**src/rtl/fifo_uart_tx_if.sv**
```systemverilog
// FIFO read port plus UART line signals for the fifo_uart_tx drain stage.
// master: the UART drain. slave: the FIFO / board side.
interface fifo_uart_tx_if;
  logic       fifo_empty;
  logic [7:0] fifo_data;
  logic       fifo_rd;
  logic       tx;
  logic       busy;
  logic       frame_done;

  modport master (input fifo_empty, fifo_data, output fifo_rd, tx, busy, frame_done);
  modport slave  (output fifo_empty, fifo_data, input fifo_rd, tx, busy, frame_done);
endinterface

```
**src/rtl/fifo_uart_tx.sv**
```systemverilog
// Pops bytes from the 8-deep FIFO and shifts them out as 8N1 UART frames.
// Define UART_TX_PARITY_EN to insert an even-parity bit (8E1).
module fifo_uart_tx #(
  parameter int CLKS_PER_BIT = 868
) (
  input logic             clock,
  input logic             reset,
  fifo_uart_tx_if.master  bus
);
  localparam int BW = (CLKS_PER_BIT > 2) ? $clog2(CLKS_PER_BIT) : 1;
  localparam logic [BW-1:0] BAUD_LAST = BW'(CLKS_PER_BIT - 1);

  typedef enum logic [2:0] {
    S_IDLE, S_POP, S_LOAD, S_START, S_DATA,
`ifdef UART_TX_PARITY_EN
    S_PARITY,
`endif
    S_STOP
  } state_e;

  state_e        state_q;
  logic [BW-1:0] baud_q, baud_d;
  logic [2:0]    bit_q;
  logic [7:0]    shift_q;
  logic          tx_q, rd_q, busy_q, done_q;
  logic          baud_wrap;
`ifdef UART_TX_PARITY_EN
  logic          par_q;
`endif

  assign baud_wrap = (baud_q == BAUD_LAST);
  assign baud_d    = baud_wrap ? '0 : baud_q + 1'b1;

  // tx is registered from the state, so the line lags the state by one
  // cycle; busy and frame_done are aligned to the line, not the state.
  always_ff @(posedge clock) begin
    if (reset) begin
      state_q <= S_IDLE;
      baud_q  <= '0;
      bit_q   <= '0;
      shift_q <= '0;
      tx_q    <= 1'b1;
      rd_q    <= 1'b0;
      busy_q  <= 1'b0;
      done_q  <= 1'b0;
`ifdef UART_TX_PARITY_EN
      par_q   <= 1'b0;
`endif
    end else begin
      rd_q   <= 1'b0;
      done_q <= 1'b0;
      case (state_q)
        S_IDLE: begin
          tx_q   <= 1'b1;
          busy_q <= !bus.fifo_empty;
          if (!bus.fifo_empty) begin
            state_q <= S_POP;
            rd_q    <= 1'b1;
          end
        end
        S_POP: state_q <= S_LOAD;
        S_LOAD: begin
          shift_q <= bus.fifo_data;
`ifdef UART_TX_PARITY_EN
          par_q   <= ^bus.fifo_data;
`endif
          baud_q  <= '0;
          bit_q   <= '0;
          state_q <= S_START;
        end
        S_START: begin
          tx_q   <= 1'b0;
          baud_q <= baud_d;
          if (baud_wrap) state_q <= S_DATA;
        end
        S_DATA: begin
          tx_q   <= shift_q[0];
          baud_q <= baud_d;
          if (baud_wrap) begin
            shift_q <= shift_q >> 1;
            bit_q   <= bit_q + 3'd1;
`ifdef UART_TX_PARITY_EN
            if (bit_q == 3'd7) state_q <= S_PARITY;
`else
            if (bit_q == 3'd7) state_q <= S_STOP;
`endif
          end
        end
`ifdef UART_TX_PARITY_EN
        S_PARITY: begin
          tx_q   <= par_q;
          baud_q <= baud_d;
          if (baud_wrap) state_q <= S_STOP;
        end
`endif
        S_STOP: begin
          tx_q   <= 1'b1;
          baud_q <= baud_d;
          if (baud_wrap) begin
            state_q <= S_IDLE;
            done_q  <= 1'b1;
          end
        end
        default: state_q <= S_IDLE;
      endcase
    end
  end

  assign bus.tx         = tx_q;
  assign bus.fifo_rd    = rd_q;
  assign bus.busy       = busy_q;
  assign bus.frame_done = done_q;
endmodule

```
**src/flat_wrapper.sv**
```systemverilog
// flat-port wrapper written by rule: the top's interface ports become plain ports
module fifo_uart_tx_flat 
#(
  parameter int CLKS_PER_BIT = 868
)
  (clock, reset, bus_fifo_empty, bus_fifo_data, bus_fifo_rd, bus_tx, bus_busy, bus_frame_done);
  fifo_uart_tx_if bus_i ();
  input logic clock;
  input logic reset;
  input wire logic [$bits(bus_i.fifo_empty)-1:0] bus_fifo_empty;
  input wire logic [$bits(bus_i.fifo_data)-1:0] bus_fifo_data;
  output wire logic [$bits(bus_i.fifo_rd)-1:0] bus_fifo_rd;
  output wire logic [$bits(bus_i.tx)-1:0] bus_tx;
  output wire logic [$bits(bus_i.busy)-1:0] bus_busy;
  output wire logic [$bits(bus_i.frame_done)-1:0] bus_frame_done;
  assign bus_i.fifo_empty = bus_fifo_empty;
  assign bus_i.fifo_data = bus_fifo_data;
  assign bus_fifo_rd = bus_i.fifo_rd;
  assign bus_tx = bus_i.tx;
  assign bus_busy = bus_i.busy;
  assign bus_frame_done = bus_i.frame_done;
  fifo_uart_tx #(.CLKS_PER_BIT(CLKS_PER_BIT)) u_core (.clock(clock), .reset(reset), .bus(bus_i));
endmodule
```
**config.mk**
```make
export PLATFORM = sky130hd
export DESIGN_NAME = fifo_uart_tx_flat
export DESIGN_NICKNAME = d
export VERILOG_FILES = /design/src/rtl/fifo_uart_tx_if.sv /design/src/rtl/fifo_uart_tx.sv /design/src/flat_wrapper.sv
export SDC_FILE = /design/constraint.sdc
export NUM_CORES = 1
export LEC_CHECK = 0
export ABC_AREA = 1
export CAP_MARGIN = 20
export CORE_AREA = 2 2 61 63
export CTS_CLUSTER_SIZE = 12
export DETAILED_ROUTE_END_ITERATION = 12
export DIE_AREA = 0 0 63 65
export DONT_BUFFER_PORTS = 1
export PLACE_DENSITY_LB_ADDON = 0.15
export SETUP_SLACK_MARGIN = 0.02
export SLEW_MARGIN = 20
export SYNTH_ARGS = -nofsm -noshare
export SYNTH_HDL_FRONTEND = slang
export SYNTH_SLANG_ARGS = --single-unit
```
**constraint.sdc**
```tcl
create_clock -name clock -period 1.6 [get_ports clock]
set_input_delay 0.16 -clock clock [delete_from_list [all_inputs] [get_ports clock]]
set_output_delay 0.16 -clock clock [all_outputs]
set_load 0.03 [all_outputs]
```
==> flow_summary.json, run 1 <==
{
  "cpPeakStageDelay_ns": 0.37,
  "area_delta_synth_final_pct": 17.6,
  "route.antenna.remaining_nets": 0,
  "die_y_um": 65,
  "clk_pin_slew_ns": 0.16,
  "critPathKind": "reg -> reg",
  "clkLatencyLatePin_ns": 0.34,
  "initial_core_util_pct": 40.8,
  "viasPerCell": 4.95,
  "grt_max_degree": 19,
  "clockBufferDepth": 2,
  "die_w_um": 63,
  "avgSynthCellArea_um2": 6.60,
  "placed_cells": 267,
  "final.setup_skew_ns": 0.0131,
  "leakage_nw": 0.717,
  "n_antenna_cell": 0,
  "outcome": "finished, final reports clean",
  "grt_overflow_total": 0,
  "cp_data_arrival_time_ns": 1.72,
  "vias": 1376,
  "ys_seq_area_share_pct": 39.3,
  "max_freq_mhz": 684,
  "drtPass1Iterations": 4,
  "grt_pass1_vias": 1326,
  "dp_hpwl_mm": 2.28,
  "final_cell_mix": "nand2_1, dfxtp_1, a21oi_1",
  "finalCriticalPeriod_ns": 1.46,
  "cp.required_ns": 1.86,
  "routed_wl_mm": 3.30,
  "root_buffer": "clkbuf_4",
  "num-nets-final": 245,
  "finalCritPeriodShare_pct": 91.4,
  "cp_slowest_cell": "dfxtp_2",
  "layout_commonest_cell": "nand2_1",
  "switchingPower_mw": 1.01,
  "place_ws_ns": 0.0917,
  "hold_violations": 0,
  "seq_power_share_pct": 41.2,
  "final-setup-viol-count": 0,
  "hold_ws_ns": 0.0290,
  "drive_gt1_share_pct": 16.1,
  "core_area_um2": 3500,
  "io_buffers": 0,
  "synth.distinct_cells": 25,
  "final_cell_area_um2": 1680,
  "fp.dieArea_um2": 4100,
  "cap_violations": 0,
  "routedWlPerCell_um": 11.9,
  "drv_slew": 0,
  "final_util_pct": 48.0,
  "grt_usage_pct": 17.7,
  "cts_max_level": 1,
  "io_pins": 15,
  "clock_sinks": 28,
  "syn-num-nets": 230,
  "relSlewSlack_pct": 49.6,
  "gp_congestion": 0.821,
  "cts_tree": "done",
  "power_frac_clock_pct": 19.4,
  "place_area_um2": 1520,
  "drc": 0,
  "worstMarginPinSlew_ns": 0.754,
  "path_max_fanout": 5,
  "path_cells": "ha_1 -> nand2_1 -> nor2_4 -> nand4_1 -> buf_6 -> a22oi_1 -> nor2_1",
  "yosys_warnings": 0,
  "syn_inst": 216,
  "drt_iter0_drc": 85,
  "power_density_nw_per_um2": 1460,
  "final_cell_count_no_fill": 278,
  "ys_ff_latch": 28,
  "antenna_found_initial": 0,
  "endpoint_kind": "register",
  "num_rows": 22,
  "p_total_mw": 2.45,
  "hold_path.class": "in -> reg",
  "cts_buffers": 3,
  "p_int_mw": 1.44,
  "ir_worst_vdd_mv": 0.526,
  "fin_ws_ns": 0.138,
  "synth_area_um2": 1430,
  "grt_pass1_wl_mm": 5.83,
  "p_comb_share_pct": 39.4,
  "rsz0062_at_grt": "true",
  "swShare_pct": 41.1,
  "fin_setup_tns_ns": 0,
  "crit_path_start_kind": "register"
}
## power groups by stage
stage | Clock [mW] | Combinational [mW] | Sequential [mW]
floorplan | 0 | 0.688 | 0.987
global placement | 0 | 0.874 | 1.01
detailed placement | 0 | 0.868 | 1.01
CTS | 0.490 | 0.883 | 0.998
global route | 0.504 | 1.13 | 1.03
finish | 0.475 | 0.964 | 1.01
## cell type report
type	instances	area, um^2
Timing Repair Buffer	15	121
Tap cell	48	60.1
Fill cell	373	1820
Clock buffer	3	22.5
Inverter	22	86.3
Clock inverter	1	30.0
Multi-Input combinational cell	161	792
Sequential cell	28	566
## cell usage after synthesis, drive strengths merged
library cell / instances / area (um^2)
a21oi: 21 / 105
a22oi: 2 / 15.0
buf: 5 / 26.3
clkbuf: 1 / 3.75
clkinv: 1 / 3.75
dfxtp: 28 / 561
ha: 3 / 37.5
inv: 21 / 78.8
nand2: 70 / 265
nand3: 19 / 95.1
nand3b: 1 / 7.51
nand4: 6 / 37.5
nor2: 20 / 92.6
nor3: 2 / 10.0
o21a: 1 / 7.51
o21ai: 13 / 65.1
o21bai: 1 / 7.51
o31ai: 1 / 7.51
## layer usage
layer / vias up / part of all wire, % / global-route usage [%]
met3: 7 / 2.7 / 3.30
met1: 617 / 50 / 22.4
met2: 18 / 45 / 29.9
met5: - / 0 / 0
met4: 0 / 1.5 / 6.39
li1: 734 / - / -
## path summary, 6_finish.rpt
check | from | endpoint | slack (ns) | cells past startpoint
max | u_core.baud_q[0] | u_core.bit_q[2] | 0.14 | 7
min | bus_fifo_empty | u_core.bus.busy | 0.03 | 3
max reg2reg | u_core.baud_q[0] | u_core.bit_q[2] | 0.14 | 7
min reg2reg | u_core.shift_q[7] | u_core.shift_q[7] | 0.49 | 2
## state kept, by name, summed over array words and instances (netlist names)
signal                 flops
u_core.baud_q             10
u_core.bit_q               3
u_core.bus.busy            1
u_core.bus.fifo_rd         1
u_core.bus.frame_done      1
u_core.bus.tx              1
u_core.shift_q             8
u_core.state_q             3
## worst max-delay path, delay by kind of cell, from the launching register on
family	cells	cell delay, ns
simple gates	4	0.51
buf+inv	1	0.21
compound gates	1	0.14
flops	1	0.37
fa+ha+maj	1	0.16
## cells by family (layout without fill, tap and decap cells)
| group | Yosys count | after routing | synth area share [%] |
|---|---|---|---|
| DFF | 28 | 28 | 39.3 |
| and+or+nand+nor | 118 | 119 | 35.6 |
| buffers and inverters | 28 | 41 | 7.89 |
| adders and majority gates | 3 | 3 | 2.63 |
| AOI/OAI and AO/OA | 39 | 39 | 14.6 |
## repair_timing
action | 4_1_cts | 5_1_grt
buffers inserted | 0 | 2
hold buffers | 3 | 0
endpoints found under the setup margin | 0 | 19
hold endpoints to repair | 18 | 0
resized for setup | 0 | 14
(Power assumes the default switching activity.)
==> inputs of run 2 (changes only) <==
clock period = 1.21 ns   (was 1.6 ns; I/O delays follow)
==> flow_summary.json, run 2 (synthesis gave the netlist of run 1 again) <==
{
  "fin_ws_ns": -0.188,
  "grt_usage_pct": 21.7,
  "die_y_um": 65,
  "route.antenna.remaining_nets": 0,
  "grt_max_degree": 20,
  "routed_wl_mm": 4.44,
  "leakage_nw": 0.966,
  "dp_hpwl_mm": 2.68,
  "num_rows": 22,
  "layout_commonest_cell": "nand2_1",
  "viasPerCell": 5.28,
  "fin_setup_tns_ns": -2.92,
  "antenna_found_initial": 0,
  "placed_cells": 295,
  "grt_use_met2_pct": 40.0,
  "r2r_start": "u_core.baud_q[1]",
  "gr-max-usage-layer": "met2",
  "cap_violations": 0,
  "critPathKind": "reg -> reg",
  "violations": "hold timing, setup timing",
  "fp.dieArea_um2": 4100,
  "clkLatencyLatePin_ns": 0.35,
  "clockBufferDepth": 2,
  "final-setup-viol-count": 22,
  "met3_usage_pct": 3.13,
  "final_cell_mix": "nand2_1, buf_4, dfxtp_1",
  "fillers": 303,
  "gp_congestion": 0.853,
  "largest_reg_flops": 10,
  "clock_sinks": 28,
  "io_pins": 15,
  "r2r_cells": 8,
  "grt_overflow_total": 0,
  "biggestRegsByFlops": "u_core.baud_q (10), u_core.shift_q (8)",
  "n_antenna_cell": 0,
  "max_freq_mhz": 715,
  "crit_start": "u_core.baud_q[1]",
  "io_buffers": 0,
  "met1_usage_pct": 25.5,
  "p_total_mw": 4.45,
  "die_w_um": 63,
  "relSlewSlack_pct": 74.2,
  "worstMarginPinSlew_ns": 0.387,
  "final_cell_count_no_fill": 311,
  "num-nets-final": 278,
  "cts_tree": "done",
  "rsz0062_at_grt": "true",
  "clk_pin_slew_ns": 0.16,
  "hold_ws_ns": -0.196,
  "cts_max_level": 1,
  "ir_worst_vdd_mv": 0.954,
  "endpoint_kind": "register",
  "core_area_um2": 3500,
  "drv_slew": 0,
  "area_delta_synth_final_pct": 54.5,
  "min_to": "u_core.baud_q[8]",
  "hold_start": "reset",
  "multi_input_area_um2": 1010,
  "hold_path_depth": 1,
  "root_buffer": "clkbuf_4",
  "drive_gt1_share_pct": 45.6,
  "cts_buffers": 3,
  "hold_violations": 18,
  "seq_area_um2": 574,
  "cp.required_ns": 1.51,
  "power_density_nw_per_um2": 2020,
  "vias": 1643,
  "outcome": "finished, violations left",
  "grt_pass1_vias": 1589,
  "path_max_fanout": 6,
  "final.setup_skew_ns": 0.0106,
  "initial_core_util_pct": 40.8,
  "crit_path_start_kind": "register",
  "finalCriticalPeriod_ns": 1.40,
  "finalCritPeriodShare_pct": 116,
  "drtPass1Iterations": 4,
  "drt_iter0_drc": 152,
  "r2r_setup_slack_ns": -0.19,
  "grt_pass1_wl_mm": 7.09,
  "postCtsHoldBufs": 1,
  "rr_endpoint": "u_core.shift_q[6]",
  "hold_path.class": "in -> reg",
  "routedWlPerCell_um": 14.3,
  "top_register": "u_core.baud_q",
  "cp_data_arrival_time_ns": 1.69,
  "drc": 0
}
## run 2: changes by cell type in the layout (fill, tap and decap cells not counted), sizes merged
| cell | delta |
|---|---|
| clkinvlp | -1 |
| inv | +1 |
| buf | +35 |
| dlygate4sd3 | -2 |
## run 2: worst max path at each step
stage / endpoint / slack [ns]
after floorplan: u_core.shift_q[5] / -0.04
after global placement: u_core.baud_q[6] / -0.16
after detailed placement: u_core.baud_q[6] / -0.18
after CTS: u_core.shift_q[5] / -0.11
after global routing: u_core.shift_q[2] / -0.25
final: u_core.shift_q[6] / -0.19
## run 2: critical path: stages (launching register included)
cell	delay [ns]
dfxtp_2	0.38
ha_4	0.16
nand2_4	0.06
nor2_4	0.10
nand4_1	0.17
nand2_2	0.16
buf_6	0.14
nand2_1	0.06
a21oi_1	0.12
## run 2: repair_timing
action | 4_1_cts | 5_1_grt
buffers inserted | 4 | 6
endpoints found under the setup margin | 25 | 27
hold endpoints to repair | 18 | 18
gates cloned | 1 | 0
pin swaps | 17 | 22
resized for setup | 54 | 34
## run 2: area by class of cell
| type | count | share of cell area, % |
|---|---|---|
| multi-input cells | 161 | 45.8 |
| flip-flops and latches | 28 | 26.1 |
| repair buffers | 48 | 18.5 |
| inverters | 22 | 4.54 |
| well taps | 48 | 2.73 |
| clock inverters | 1 | 1.36 |
| clock buffers | 3 | 1.02 |
## run 2: per-layer routing
layer	share of wire (%)	wire length (um)
met5	0	0
met1	41	1840
met2	52	2330
met3	4.7	207
met4	1.6	69
## run 2: report_power, final
group	internal, mW	switching, mW
Sequential	1.14	0.206
Combinational	1.12	1.34
Clock	0.336	0.301
## run 2: metrics by stage
step / worst slack, ns / instance area, um^2 / hold slack, ns / utilization, %
floorplan: -0.0415 / 1470 / 0.200 / -
global placement: -0.155 / 1770 / 0.189 / 50.6
detailed placement: -0.177 / 1770 / 0.191 / 50.6
CTS: -0.110 / 2050 / -0.197 / 58.6
global route: -0.251 / 2200 / -0.213 / 63.0
finish: -0.188 / 2200 / -0.196 / 63.0
==> inputs of run 3 (changes only) <==
ABC_CLOCK_PERIOD_IN_PS = 1210   (was unset)
==> results of run 3 <==
The final DEF is identical to that of run 2; final timing and power are the same.
